===== src/rtl/bcd_serial_adder.sv =====
// Digit-serial BCD adder: one decimal digit per clock, LSB digit first.
// Result, carry and operand-error flag are registered and held until the next accepted start.
module bcd_serial_adder #(
    parameter int DIGITS = 4
) (
    input  logic                clk,
    input  logic                rst,
    input  logic                start,
    input  logic [4*DIGITS-1:0] a,
    input  logic [4*DIGITS-1:0] b,
    input  logic                cin,
    output logic                busy,
    output logic                done,
    output logic [4*DIGITS-1:0] sum,
    output logic                cout,
    output logic                err
);

    localparam int W  = 4 * DIGITS;
    localparam int IW = (DIGITS > 1) ? $clog2(DIGITS) : 1;
    localparam logic [IW-1:0] LAST_IDX = IW'(DIGITS - 1);

    typedef enum logic [1:0] {
        IDLE,
        ADD,
        DONE
    } state_t;

    state_t        state;
    logic [W-1:0]  a_q;
    logic [W-1:0]  b_q;
    logic          carry;
    logic [IW-1:0] idx;

    logic [3:0]    a_d;
    logic [3:0]    b_d;
    logic [4:0]    t;
    logic [3:0]    digit;
    logic          carry_nxt;
    logic          bad_in;

    // NOTE: combinational blocks use blocking '=' with a default first, so no latch is inferred.
    always_comb begin
        a_d       = a_q[4*int'(idx) +: 4];
        b_d       = b_q[4*int'(idx) +: 4];
        t         = 5'(a_d) + 5'(b_d) + 5'(carry);
        digit     = t[3:0];
        carry_nxt = 1'b0;
        if (t > 5'd9) begin
            // 4-bit wrap of the +6 correction is the mod-16 the decimal adjust needs.
            digit     = t[3:0] + 4'd6;
            carry_nxt = 1'b1;
        end
    end

    always_comb begin
        bad_in = 1'b0;
        for (int i = 0; i < DIGITS; i++) begin
            if (a[4*i +: 4] > 4'd9 || b[4*i +: 4] > 4'd9) begin
                bad_in = 1'b1;
            end
        end
    end

    // NOTE: sequential state uses non-blocking '<=' so every register samples pre-edge values.
    always_ff @(posedge clk) begin
        if (rst) begin
            state <= IDLE;
            a_q   <= '0;
            b_q   <= '0;
            carry <= 1'b0;
            idx   <= '0;
            sum   <= '0;
            cout  <= 1'b0;
            err   <= 1'b0;
            busy  <= 1'b0;
            done  <= 1'b0;
        end else begin
            unique case (state)
                IDLE: begin
                    if (start) begin
                        a_q   <= a;
                        b_q   <= b;
                        carry <= cin;
                        idx   <= '0;
                        sum   <= '0;
                        cout  <= 1'b0;
                        err   <= bad_in;
                        busy  <= 1'b1;
                        state <= ADD;
                    end
                end
                ADD: begin
                    sum[4*int'(idx) +: 4] <= digit;
                    carry <= carry_nxt;
                    if (idx == LAST_IDX) begin
                        idx   <= '0;
                        cout  <= carry_nxt;
                        done  <= 1'b1;
                        state <= DONE;
                    end else begin
                        idx <= idx + 1'b1;
                    end
                end
                DONE: begin
                    done  <= 1'b0;
                    busy  <= 1'b0;
                    state <= IDLE;
                end
                default: begin
                    done  <= 1'b0;
                    busy  <= 1'b0;
                    state <= IDLE;
                end
            endcase
        end
    end

endmodule


===== config.mk =====
export PLATFORM = sky130hd
export DESIGN_NAME = bcd_serial_adder
export DESIGN_NICKNAME = d
export VERILOG_FILES = /design/src/rtl/bcd_serial_adder.sv
export SDC_FILE = /design/constraint.sdc
export NUM_CORES = 1
export LEC_CHECK = 0
export BUFFER_PORTS_ARGS = -buffer_cell sky130_fd_sc_hd__buf_2
export CORE_MARGIN = 1
export CORE_UTILIZATION = 49
export DETAILED_ROUTE_END_ITERATION = 12
export GPL_TIMING_DRIVEN = 0
export PLACE_DENSITY = 0.75
export SLEW_MARGIN = 20
export SYNTH_ARGS = -nofsm -noshare
export SYNTH_HDL_FRONTEND = slang
export SYNTH_SLANG_ARGS = --single-unit

===== constraint.sdc =====
create_clock -name clk -period 4.19 [get_ports clk]
set_clock_uncertainty 0.2 [all_clocks]
set_input_delay 0.838 -clock clk [delete_from_list [all_inputs] [get_ports clk]]
set_output_delay 0.838 -clock clk [all_outputs]
set_load 0.01 [all_outputs]

==> impl_metrics.env <==
export IMPL_status="finished clean"
export IMPL_sw_frac_of_total_pct=28.8
export IMPL_setup_viol=0
export IMPL_synth_nets=371
export IMPL_postCtsHoldBufs=0
export IMPL_synth_distinct_cells=44
export IMPL_fillCellCount=518
export IMPL_timing_final_crit_period_ns=3.99
export IMPL_slew_viol_final=0
export IMPL_worstSetupPathType="register to register"
export IMPL_ioPinCount=56
export IMPL_diodes=0
export IMPL_cts_buffers=9
export IMPL_htreeDepth=3
export IMPL_crit_fanout=15
export IMPL_grt_max_degree=16
export IMPL_slowest_stage="fa_2"
export IMPL_crit_path_end_kind="register"
export IMPL_power_switching_uw=377
export IMPL_io_buffers=54
export IMPL_path_cells="buf_12, mux4_2, fa_1, fa_2, inv_1, ha_1, nor2b_1, a31o_1, buf_6, o31ai_4, mux2_4, o31ai_1"
export IMPL_final_seq_area_um2=1140
export IMPL_grt_pass1_vias=2469
export IMPL_yosys_warnings=0
export IMPL_grt_ovfl_total=0
export IMPL_core_area_um2=5510
export IMPL_die_area_um2=6030
export IMPL_place_area_um2=3160
export IMPL_maxCapViolations=0
export IMPL_r2r_setup_slack_ns=0.20
export IMPL_clkSinkCount=57
export IMPL_mappedNetlistArea_um2=2800
export IMPL_power_density_nw_per_um2=389
export IMPL_fmax_ghz=0.251
export IMPL_cts_root_buf="clkbuf_8"
export IMPL_fin_ws_ns=0.200
export IMPL_die_w_um=77.6
export IMPL_cts_max_path_buffers=2
export IMPL_fin_tns_setup_ns=0
export IMPL_multi_input_area_um2=1520
export IMPL_antenna_found_initial=0
export IMPL_initial_utilization_pct=50.9
export IMPL_cp_arrival_ns=4.05
export IMPL_fin_area_um2=3360
export IMPL_avgSynthCellArea_um2=8.65
export IMPL_relSlewSlack_pct=45.1
export IMPL_worst_pin_slew_ns=0.822
export IMPL_path_clk_slew_ns=0.06
export IMPL_syn2layout_area_growth_pct=19.9
export IMPL_comb_power_share_pct=19.6
export IMPL_wl_per_cell_um=14.9
export IMPL_layout_drive_gt1_share_pct=25.4
export IMPL_grt_pass1_wl_um=11500
export IMPL_total_leakage_power_nw=1.39
export IMPL_start_kind="register"
export IMPL_post_dp_hpwl_um=5180
export IMPL_post_drt_via_cell_ratio=5.63
export IMPL_rsz0062_at_grt="no"
export IMPL_hold_class="register to register"
export IMPL_cp_buffers_inverters=3
export IMPL_vias=2620
export IMPL_cp_required_ns=4.25
export IMPL_dr_first_iter_drc_count=160
export IMPL_clock_latency_ns=0.34
export IMPL_wl_um=6930
export IMPL_critPathMaxStageDelay_ns=0.59
export IMPL_ys_seq_elements=57
export IMPL_ys_seq_area_share_pct=40.7
export IMPL_cts_tree="yes"
export IMPL_holdWs_ns=0.251
export IMPL_place_gp_congestion=0.915
export IMPL_min_period_over_period_pct=95.2
export IMPL_track_usage_pct=25.2
export IMPL_p_int_uw=931
export IMPL_drt_pass1_iter_count=5
export IMPL_drc=0
export IMPL_rows=27
export IMPL_postRouteAntennaNets=0
export IMPL_place_ws_ns=-0.442
export IMPL_die_height_um=77.6
export IMPL_power_frac_clock_pct=35.9
export IMPL_syn_inst=324
export IMPL_pwr_share_seq_pct=44.5
export IMPL_cpLargestDelayFamily="adder cells"
export IMPL_hold_viol=0
export IMPL_irDropWorstVdd_uv=233
export IMPL_layout_nets=436
layout by cell type (no fill, tap or decap), types with 5 or more instances in the layout:
cell type and n:
inv_1 5, dfxtp_1 56, a22oi_1 5, clkbuf_1 13
nor3_1 12, buf_2 60, nand2_1 77, clkbuf_8 13
nor2_1 13, ha_1 9, mux4_2 8, o21ai_0 9
a21oi_1 43, o31ai_1 8
kinds of logic (layout without fill, tap and decap cells):
| family | after synthesis | count (layout) | share of synthesized area, % |
|---|---|---|---|
| AO/OA/AOI/OAI | 84 | 84 | 18.8 |
| XOR/XNOR | 1 | 1 | 0.581 |
| adder cells (fa/ha/maj) | 11 | 11 | 5.45 |
| buffers and inverters | 29 | 98 | 5.27 |
| flip-flops | 57 | 57 | 40.7 |
| multiplexers | 11 | 11 | 7.68 |
| AND/OR/NAND/NOR | 131 | 131 | 21.5 |
routing by layer:
| metal | GRT usage [%] | vias to the layer above | routed length (µm) |
|---|---|---|---|
| li1 | - | 1270 | - |
| met1 | 29.8 | 1236 | 2860 |
| met2 | 42.2 | 99 | 3460 |
| met3 | 6.00 | 15 | 438 |
| met4 | 13.0 | 0 | 174 |
| met5 | 0 | - | 0 |
through the flow:
| step | cells | utilization, % | power, mW |
|---|---|---|---|
| 2_1_floorplan | 324 | - | 0.768 |
| 3_3_place_gp | 450 | 57.4 | 0.835 |
| 3_5_place_dp | 450 | 57.4 | 0.843 |
| 4_1_cts | 464 | 60.7 | 1.30 |
| 5_1_grt | 465 | 61.0 | 1.37 |
| 6_report | 465 | 61.0 | 1.31 |
power by group through the flow:
stage	clock, mW	sequential (mW)	combinational, mW
floorplan	0	0.591	0.177
global placement	0	0.592	0.243
detailed placement	0	0.593	0.250
CTS	0.473	0.581	0.251
global route	0.500	0.584	0.285
finish	0.470	0.582	0.256
worst paths after layout:
kind / startpoint / to / cells after the start
worst max-delay path: idx[0] / sum[14] / 12
worst min-delay path: sum[6] / sum[6] / 2
worst min register to register: sum[6] / sum[6] / 2
worst max register to register: idx[0] / sum[14] / 12
tightest hold or removal path: cells and delay by family, from the launching register on:
kind               cells  cell delay, ns
DFF                    1            0.32
AOI/OAI and AO/OA      1            0.05
and+or+nand+nor        1            0.05
Yosys cell counts, drive strengths merged:
cell | instances | area [µm²]
nand2 | 77 | 289
dfxtp | 57 | 1140
a21oi | 44 | 224
clkbuf | 16 | 70.1
nor2 | 13 | 48.8
nor3 | 12 | 60.1
ha | 9 | 113
o21ai | 9 | 45.0
o31ai | 9 | 81.3
buf | 8 | 58.8
mux4 | 8 | 180
a21o | 5 | 38.8
a22oi | 5 | 37.5
inv | 5 | 18.8
a221oi | 4 | 35.0
nand3 | 4 | 20.0
nand4 | 4 | 25.0
nor2b | 4 | 25.0
o2111ai | 4 | 35.0
and2b | 3 | 25.0
nand2b | 3 | 18.8
and3 | 2 | 13.8
and4 | 2 | 17.5
fa | 2 | 40.0
mux2i | 2 | 20.0
nand3b | 2 | 15.0
nor3b | 2 | 20.0
a211oi | 1 | 7.51
a21boi | 1 | 7.51
a31o | 1 | 8.76
and3b | 1 | 8.76
mux2 | 1 | 15.0
o21bai | 1 | 7.51
or2 | 1 | 6.26
or3b | 1 | 8.76
xnor2 | 1 | 16.3
registers in the layout, indices dropped and copies added (netlist names):
signal,cells
cout,1
a_q,16
err,1
done,1
state,2
busy,1
b_q,16
idx,2
carry,1
sum,16
final cells by class:
cell class	count	share of cell area, %
Multi-Input combinational cell	238	45.1
Tap cell	72	2.68
Clock inverter	3	0.447
Timing Repair Buffer	55	8.27
Buffer	23	4.02
Inverter	5	0.558
Sequential cell	57	34.0
Clock buffer	12	4.91
what timing repair did:
item                                    CTS  global route
buffers inserted                          0             1
pin swaps                                 0             1
endpoints found under the setup margin   14             8
gates resized for setup                   1             5
No activity file was read; power rests on OpenSTA's default activity.
